===== src/rtl/fetch_stage_pkg.sv =====
// Shared types and constants for the IF stage: FSM state encoding, bubble word and PC step.
package fetch_stage_pkg;

  typedef enum logic [1:0] {
    ST_BOOT   = 2'd0,
    ST_RUN    = 2'd1,
    ST_HALTED = 2'd2
  } fetch_state_e;

  localparam logic [31:0] NOP    = 32'h0000_0000;
  localparam logic [31:0] PC_INC = 32'd4;

endpackage


===== src/rtl/fetch_stage_if_id_reg.sv =====
// IF/ID pipeline register. Priority is bubble > hold > load; with no control asserted it holds.
module if_id_reg
  import fetch_stage_pkg::*;
(
  input  logic        clk,
  input  logic        rst_n,
  input  logic        load_i,
  input  logic        bubble_i,
  input  logic        hold_i,
  input  logic [31:0] instr_i,
  input  logic [31:0] pc4_i,
  input  logic [31:0] bubble_pc4_i,
  output logic [31:0] instr_o,
  output logic [31:0] pc4_o,
  output logic        valid_o
);

  logic [31:0] instr_q, instr_d;
  logic [31:0] pc4_q, pc4_d;
  logic        valid_q, valid_d;

  always_comb begin
    instr_d = instr_q;
    pc4_d   = pc4_q;
    valid_d = valid_q;
    if (bubble_i) begin
      // The caller decides whether the bubble also clears the PC+4 field.
      instr_d = NOP;
      pc4_d   = bubble_pc4_i;
      valid_d = 1'b0;
    end else if (load_i && !hold_i) begin
      instr_d = instr_i;
      pc4_d   = pc4_i;
      valid_d = 1'b1;
    end
  end

  always_ff @(posedge clk) begin
    if (!rst_n) begin
      instr_q <= NOP;
      pc4_q   <= 32'd0;
      valid_q <= 1'b0;
    end else begin
      instr_q <= instr_d;
      pc4_q   <= pc4_d;
      valid_q <= valid_d;
    end
  end

  assign instr_o = instr_q;
  assign pc4_o   = pc4_q;
  assign valid_o = valid_q;

endmodule


===== src/rtl/fetch_stage.sv =====
// MIPS IF stage: PC, BOOT/RUN/HALTED control and IF/ID capture.
// Optional performance counters are enabled with `define FETCH_PERF_CNT_EN.
module fetch_stage
  import fetch_stage_pkg::*;
#(
  parameter logic [31:0] RESET_PC = 32'h0000_0000,
  parameter int          IMEM_AW  = 6
) (
  input  logic               clk,
  input  logic               rst_n,
  output logic [IMEM_AW-1:0] imem_addr,
  input  logic [31:0]        imem_data,
  input  logic               stall,
  input  logic               redirect,
  input  logic [31:0]        redirect_pc,
  input  logic               halt,
  output logic [31:0]        pc,
  output logic [31:0]        if_instr,
  output logic [31:0]        if_pc4,
  output logic               if_valid,
`ifdef FETCH_PERF_CNT_EN
  output logic [31:0]        fetch_cnt,
  output logic [31:0]        bubble_cnt,
`endif
  output logic               halted
);

  fetch_state_e state_q, state_d;
  logic [31:0]  pc_q, pc_d;
  logic [31:0]  pc_plus4;
  logic         load, bubble, hold;
  logic [31:0]  bubble_pc4;
  logic         adv_evt, bub_evt;

  assign pc_plus4 = pc_q + PC_INC;

  always_comb begin
    state_d    = state_q;
    pc_d       = pc_q;
    load       = 1'b0;
    bubble     = 1'b0;
    hold       = 1'b0;
    bubble_pc4 = if_pc4;
    adv_evt    = 1'b0;
    bub_evt    = 1'b0;
    case (state_q)
      ST_BOOT: state_d = halt ? ST_HALTED : ST_RUN;
      ST_RUN: begin
        if (halt) begin
          state_d = ST_HALTED;
          bubble  = 1'b1;
        end else if (redirect) begin
          pc_d       = {redirect_pc[31:2], 2'b00};
          bubble     = 1'b1;
          bubble_pc4 = 32'd0;
          bub_evt    = 1'b1;
        end else if (stall) begin
          hold    = 1'b1;
          bub_evt = 1'b1;
        end else begin
          load    = 1'b1;
          pc_d    = pc_plus4;
          adv_evt = 1'b1;
        end
      end
      // HALTED is left only through reset.
      default: state_d = ST_HALTED;
    endcase
  end

  always_ff @(posedge clk) begin
    if (!rst_n) begin
      state_q <= ST_BOOT;
      pc_q    <= RESET_PC;
    end else begin
      state_q <= state_d;
      pc_q    <= pc_d;
    end
  end

  if_id_reg u_if_id (
    .clk          (clk),
    .rst_n        (rst_n),
    .load_i       (load),
    .bubble_i     (bubble),
    .hold_i       (hold),
    .instr_i      (imem_data),
    .pc4_i        (pc_plus4),
    .bubble_pc4_i (bubble_pc4),
    .instr_o      (if_instr),
    .pc4_o        (if_pc4),
    .valid_o      (if_valid)
  );

`ifdef FETCH_PERF_CNT_EN
  logic [31:0] fetch_cnt_q, bubble_cnt_q;

  always_ff @(posedge clk) begin
    if (!rst_n) begin
      fetch_cnt_q  <= 32'd0;
      bubble_cnt_q <= 32'd0;
    end else begin
      if (adv_evt) fetch_cnt_q  <= fetch_cnt_q + 32'd1;
      if (bub_evt) bubble_cnt_q <= bubble_cnt_q + 32'd1;
    end
  end

  assign fetch_cnt  = fetch_cnt_q;
  assign bubble_cnt = bubble_cnt_q;
`else
  logic unused_evt;
  assign unused_evt = adv_evt ^ bub_evt;
`endif

  assign imem_addr = pc_q[IMEM_AW+1:2];
  assign pc        = pc_q;
  assign halted    = (state_q == ST_HALTED);

endmodule


===== config.mk =====
export PLATFORM = sky130hd
export DESIGN_NAME = fetch_stage
export DESIGN_NICKNAME = d
export VERILOG_FILES = /design/src/rtl/fetch_stage_pkg.sv /design/src/rtl/fetch_stage_if_id_reg.sv /design/src/rtl/fetch_stage.sv
export SDC_FILE = /design/constraint.sdc
export NUM_CORES = 1
export LEC_CHECK = 0
export CAP_MARGIN = 20
export CORE_MARGIN = 3
export CORE_UTILIZATION = 30
export CTS_BUF_LIST = sky130_fd_sc_hd__clkbuf_16
export CTS_CLUSTER_SIZE = 25
export DETAILED_ROUTE_END_ITERATION = 7
export MAX_ROUTING_LAYER = met4
export PLACE_DENSITY = 0.57
export SYNTH_ARGS = -nofsm -noshare
export SYNTH_HDL_FRONTEND = slang
export SYNTH_SLANG_ARGS = --single-unit

===== constraint.sdc =====
create_clock -name clk -period 4.75 [get_ports clk]
set_clock_uncertainty 0.05 [all_clocks]
set_input_delay 0.95 -clock clk [delete_from_list [all_inputs] [get_ports clk]]
set_output_delay 0.95 -clock clk [all_outputs]
set_load 0.05 [all_outputs]

==> results.py, run 1 <==
metrics = {
    "run_status": {
        "status": "finished clean",
    },
    "clocking": {
        "cts_resized": 0,
        "cts_tree": "yes",
        "numClockSinks": 95,
        "htree_levels": 3,
        "path_clk_slew_ns": 0.06,
        "root_buffer": "clkbuf_16",
        "ctsLongestPathBuffers": 2,
        "postCtsHoldBufs": 0,
        "post_cts_buffers": 0,
        "cts_made_buffers": 9,
        "clock_latency_ns": 0.35,
    },
    "synthesis": {
        "synthArstFlopShare": 0,
        "synth_top_family_by_area": "simple AND/OR/NAND/NOR gates",
        "yosysMostFrequentCell": "nand2_1",
        "ys.warnings.count": 0,
        "synth_top_flop_cell": "dfxtp_1",
        "synthTopCellsByArea": "dfxtp_1 (40%), nand2_1 (9.7%), a21oi_1 (5.2%)",
        "synth_top_area_frac": 0.403,
        "synth_commonest_cells": "nand2_1 (122), dfxtp_1 (95), a21oi_1 (49)",
        "synthAdderAreaFrac": 0.00265,
        "synth-compound-area-share": 0.222,
        "synthesis.area_um2": 4710,
        "yosysTopAreaCell": "dfxtp_1",
        "synth-edff-count": 0,
        "synth_xor_area_frac": 0.0204,
        "synth_mux_area_frac": 0.00212,
        "seq_area_frac_synth": 0.403,
        "synth_simple_gate_area_frac": 0.279,
        "syn_inst": 602,
        "ys_seq_elements": 95,
        "syn_area_per_cell_um2": 7.83,
        "synth.distinct_cells": 64,
    },
    "setup_path": {
        "endpoint_kind": "primary output",
        "cp.required_ns": 3.75,
        "critPathLaunchType": "flop",
        "reg2reg_slack_ns": 1.84,
        "arrival_ns": 1.95,
        "path_cells": "clkdlybuf4s50_1",
        "path_buf_inv": 1,
        "critPathMaxFanout": 12,
        "r2r-start": "pc[6]$_SDFFE_PN0P_",
        "cp-startpoint": "pc[14]$_SDFFE_PN0P_",
        "cpPeakStageDelay_ns": 0.92,
        "cp_top_family": "buffers and inverters",
        "crit_slowest_cell": "clkdlybuf4s50_1",
        "worst-setup-path-type": "flop to primary output",
    },
    "global_routing": {
        "grt_max_degree": 42,
        "grt_use_met2": 0.308,
        "track_usage": 0.193,
        "top_usage_layer": "met2",
        "grt_pass1_wl_mm": 26.2,
        "grt_overflow": 0,
        "antenna_found_initial": 0,
        "grt_pass1_vias": 4562,
        "use_met3": 0.0364,
        "grt_use_met1": 0.255,
    },
    "timing": {
        "setup_viol": 0,
        "worst_slack_ns": 1.80,
        "grt_setup_unrepaired": "false",
        "slew-limit-headroom": 0.293,
        "fmax_mhz": 339,
        "hold_viol_final": 0,
        "fin_crit_ns": 2.95,
        "max_slew.worst_pin.slew_ns": 1.05,
        "finalMaxSlewViolations": 0,
        "tns_ns": 0,
        "min_period_over_period": 0.622,
    },
    "route": {
        "drc": 0,
        "routed_wl_mm": 16.6,
        "vias_per_cell": 5.31,
        "vias": 5022,
        "first_iter_violations": 519,
        "final_antenna_net_count": 0,
        "detail_route.first_pass.iterations": 5,
        "wl_per_cell_um": 17.5,
    },
    "finish": {
        "stdcell_area_um2": 6780,
        "seqCellArea_um2": 1900,
        "multi_input_area_um2": 2510,
        "diodes": 0,
        "drive_above_1_share": 0.0531,
        "fillers": 1531,
        "layout.nets": 801,
        "syn_to_final_growth_pct": 43.7,
    },
    "place": {
        "dp_hpwl_mm": 11.7,
        "place_ws_ns": 0.996,
        "placed_area_um2": 6430,
        "gp_congestion": 0.821,
        "io_buffers": 166,
    },
    "floorplanning": {
        "rows": 45,
        "die_w_um": 131,
        "die_area_um2": 17300,
        "die_h_um": 131,
        "initial_core_util": 0.308,
        "core_area_um2": 15300,
        "io_pins": 173,
    },
    "power_and_ir_drop": {
        "p_leak_uw": 0.00227,
        "power_uw": 1770,
        "power_density_nw_per_um2": 262,
        "ir_worst_vdd_uv": 180,
    },
    "job": {
        "maxCapViolations": 0,
    },
    "min_path": {
        "hp-class": "flop to flop",
        "min-delay-start": "u_if_id.pc4_o[9]$_SDFFE_PN0P_",
    },
}
-- logic make-up after synthesis --
family	after synthesis
adder cells (fa/ha/maj)	1
AO/OA/AOI/OAI	159
flip-flops	95
multiplexers	1
buffers and inverters	71
other	1
XOR/XNOR	11
AND/OR/NAND/NOR	263
-- worst reg2reg max path: cells and delay by family (launching register included) --
| family | cells | cell delay (ns) |
|---|---|---|
| flops | 1 | 0.58 |
| simple gates | 2 | 1.72 |
| compound gates | 2 | 0.47 |
-- stage by stage --
stage               std cells  utilization  hold WS (ns)
floorplan                 605            -         0.430
global placement          929        0.420         0.387
detailed placement        929        0.420         0.389
CTS                       944        0.440         0.404
global route              946        0.442         0.419
finish                    946        0.442         0.403
-- sequential cells by signal, indices dropped and copies added (netlist names) --
name / cells
pc: 30
state_q: 2
u_if_id.instr_o: 32
u_if_id.pc4_o: 30
u_if_id.valid_o: 1
-- area by class of cell --
class	count	area share
well taps	211	0.0390
clock inverters	6	0.0114
flip-flops and latches	95	0.281
multi-input cells	439	0.371
inverters	9	0.00499
clock buffers	9	0.0332
repair buffers	177	0.260
-- where the power goes --
group,switching (uW),internal (uW),leakage (uW)
logic,110,86.3,0.00135
registers,14.0,806,0.000767
clock network,305,453,0.000154
total,429,1340,0.00227
-- worst paths after layout --
kind,endpoint,cells past startpoint
max,pc[14],1
max reg2reg,pc[29]$_SDFFE_PN0P_,4
min,u_if_id.pc4_o[9]$_SDFFE_PN0P_,2
min reg2reg,u_if_id.pc4_o[9]$_SDFFE_PN0P_,2
-- cell usage in the layout, fill, tap and decap left out, types with 9 or more instances in the layout --
master and count:
a21oi_1 48, buf_4 9, clkbuf_16 9, clkdlybuf4s50_1 165, dfxtp_1 95, inv_1 10, nand2_1 122, nand3_1 30
nand4_1 15, nor2_1 27, nor3_1 9, o211ai_1 20, o21ai_0 30, or4_1 14
-- metal layers --
layer,vias up,routed length [um]
met5,-,0
met4,0,189
met3,14,986
met2,188,7950
met1,2387,7460
li1,2433,-
No activity file was read; power rests on OpenSTA's default activity.
==> inputs of run 2 (changes only) <==
PLACE_DENSITY = 0.59   (was 0.57)
clock period = 2.5 ns   (was 4.75 ns; I/O delays follow)
==> results.py, run 2 (synthesized netlist as in run 1, its figures left out) <==
metrics = {
    "run_status": {
        "status": "finished clean",
    },
    "finish": {
        "seqCellArea_um2": 1900,
        "drive_above_1_share": 0.0994,
        "final_cell_mix": "clkdlybuf4s50_1 (165), nand2_1 (122), dfxtp_1 (95), a21oi_1 (48), buf_4 (47)",
        "multi_input_area_um2": 2510,
        "final_util": 0.460,
        "largest_reg_flops": 32,
        "syn_to_final_growth_pct": 49.3,
        "fillers": 1508,
        "layout.nets": 840,
        "layout_commonest_cell": "clkdlybuf4s50_1",
    },
    "floorplanning": {
        "rows": 45,
        "die_area_um2": 17300,
        "die_w_um": 131,
        "core_area_um2": 15300,
        "die_h_um": 131,
        "initial_core_util": 0.308,
        "io_pins": 173,
    },
    "power_and_ir_drop": {
        "power_density_nw_per_um2": 456,
        "ir_worst_vdd_uv": 339,
        "power_uw": 3210,
        "p_leak_uw": 0.00244,
    },
    "global_routing": {
        "track_usage": 0.200,
        "grt_overflow": 0,
        "grt_max_degree": 34,
        "antenna_found_initial": 1,
        "grt_pass1_vias": 4998,
        "grt_pass1_wl_mm": 27.2,
    },
    "setup_path": {
        "critPathLaunchType": "flop",
        "r2r-start": "pc[3]$_SDFFE_PN0P_",
        "path_buf_inv": 1,
        "r2r-end": "u_if_id.pc4_o[22]$_SDFFE_PN0P_",
        "cp_top_family": "buffers and inverters",
        "cpPeakStageDelay_ns": 0.90,
        "cp.required_ns": 1.95,
        "path_cells": "clkdlybuf4s50_1",
        "critPathMaxFanout": 13,
        "endpoint_kind": "primary output",
        "crit_slowest_cell": "clkdlybuf4s50_1",
        "reg2reg_slack_ns": 0.26,
        "r2r_cells": 5,
        "worst-setup-path-type": "flop to primary output",
        "arrival_ns": 1.86,
    },
    "timing": {
        "tns_ns": 0,
        "worst_slack_ns": 0.0852,
        "finalMaxSlewViolations": 0,
        "hold_viol_final": 0,
        "fmax_mhz": 414,
        "grt_setup_unrepaired": "false",
        "max_slew.worst_pin.slew_ns": 0.543,
        "slew-limit-headroom": 0.634,
        "hold_ws_ns": 0.404,
        "fin_crit_ns": 2.41,
        "setup_viol": 0,
        "min_period_over_period": 0.966,
    },
    "clocking": {
        "post_cts_buffers": 0,
        "numClockSinks": 95,
        "cts_resized": 0,
        "clock_latency_ns": 0.35,
        "root_buffer": "clkbuf_16",
        "postCtsHoldBufs": 0,
        "ctsLongestPathBuffers": 2,
        "cts_made_buffers": 9,
        "cts_tree": "yes",
        "path_clk_slew_ns": 0.07,
        "htree_levels": 3,
    },
    "route": {
        "drc": 0,
        "final_antenna_net_count": 0,
        "wl_per_cell_um": 17.4,
        "routed_wl_mm": 17.2,
        "detail_route.first_pass.iterations": 5,
        "first_iter_violations": 472,
        "vias": 5275,
        "vias_per_cell": 5.34,
    },
    "min_path": {
        "min-delay-start": "u_if_id.pc4_o[15]$_SDFFE_PN0P_",
        "hold_depth": 2,
        "hp-class": "flop to flop",
        "min_to": "u_if_id.pc4_o[15]$_SDFFE_PN0P_",
    },
    "place": {
        "io_buffers": 166,
        "place_ws_ns": 0.0159,
        "gp_congestion": 0.885,
        "dp_hpwl_mm": 12.6,
    },
    "job": {
        "maxCapViolations": 0,
    },
}
[run 2: per-stage QoR]
stage | cell area (um2) | std cells
after detailed placement | 6780 | 970
final | 7040 | 987
after global placement | 6780 | 970
after CTS | 7040 | 986
after global routing | 7040 | 987
after floorplan | 4730 | 605
[run 2: layout make-up]
type | count | share of cell area
sequential | 95 | 0.270
multi-input combinational | 439 | 0.357
clock inverter | 7 | 0.00462
tap | 211 | 0.0375
antenna | 1 | 0.000355
clock buffer | 9 | 0.0320
inverter | 9 | 0.00480
timing repair buffer | 216 | 0.294
[run 2: worst max-delay path by stage]
| stage | to | cells past startpoint | slack, ns | from |
|---|---|---|---|---|
| final | pc[19] | 1 | 0.09 | pc[19]$_SDFFE_PN0P_ |
| after CTS | pc[19] | 1 | 0.10 | pc[19]$_SDFFE_PN0P_ |
| after floorplan | pc[30]$_SDFFE_PN0P_ | 6 | 0.06 | pc[2]$_SDFFE_PN0P_ |
| after global routing | pc[19] | 1 | 0.04 | pc[19]$_SDFFE_PN0P_ |
| after detailed placement | pc[29]$_SDFFE_PN0P_ | 6 | 0.02 | halt |
| after global placement | pc[29]$_SDFFE_PN0P_ | 6 | 0.06 | halt |
[run 2: power breakdown]
group / switching (uW) / total (uW) / internal [uW]
Sequential: 22.7 / 1550 / 1530
Clock: 600 / 1260 / 657
Combinational: 219 / 403 / 184
[run 2: layer usage]
layer / vias up / wire length, um / GRT usage
li1: 2502 / - / -
met1: 2524 / 7460 / 0.255
met2: 228 / 8310 / 0.324
met3: 21 / 1140 / 0.0371
met4: 0 / 318 / 0.0648
met5: - / 0 / -
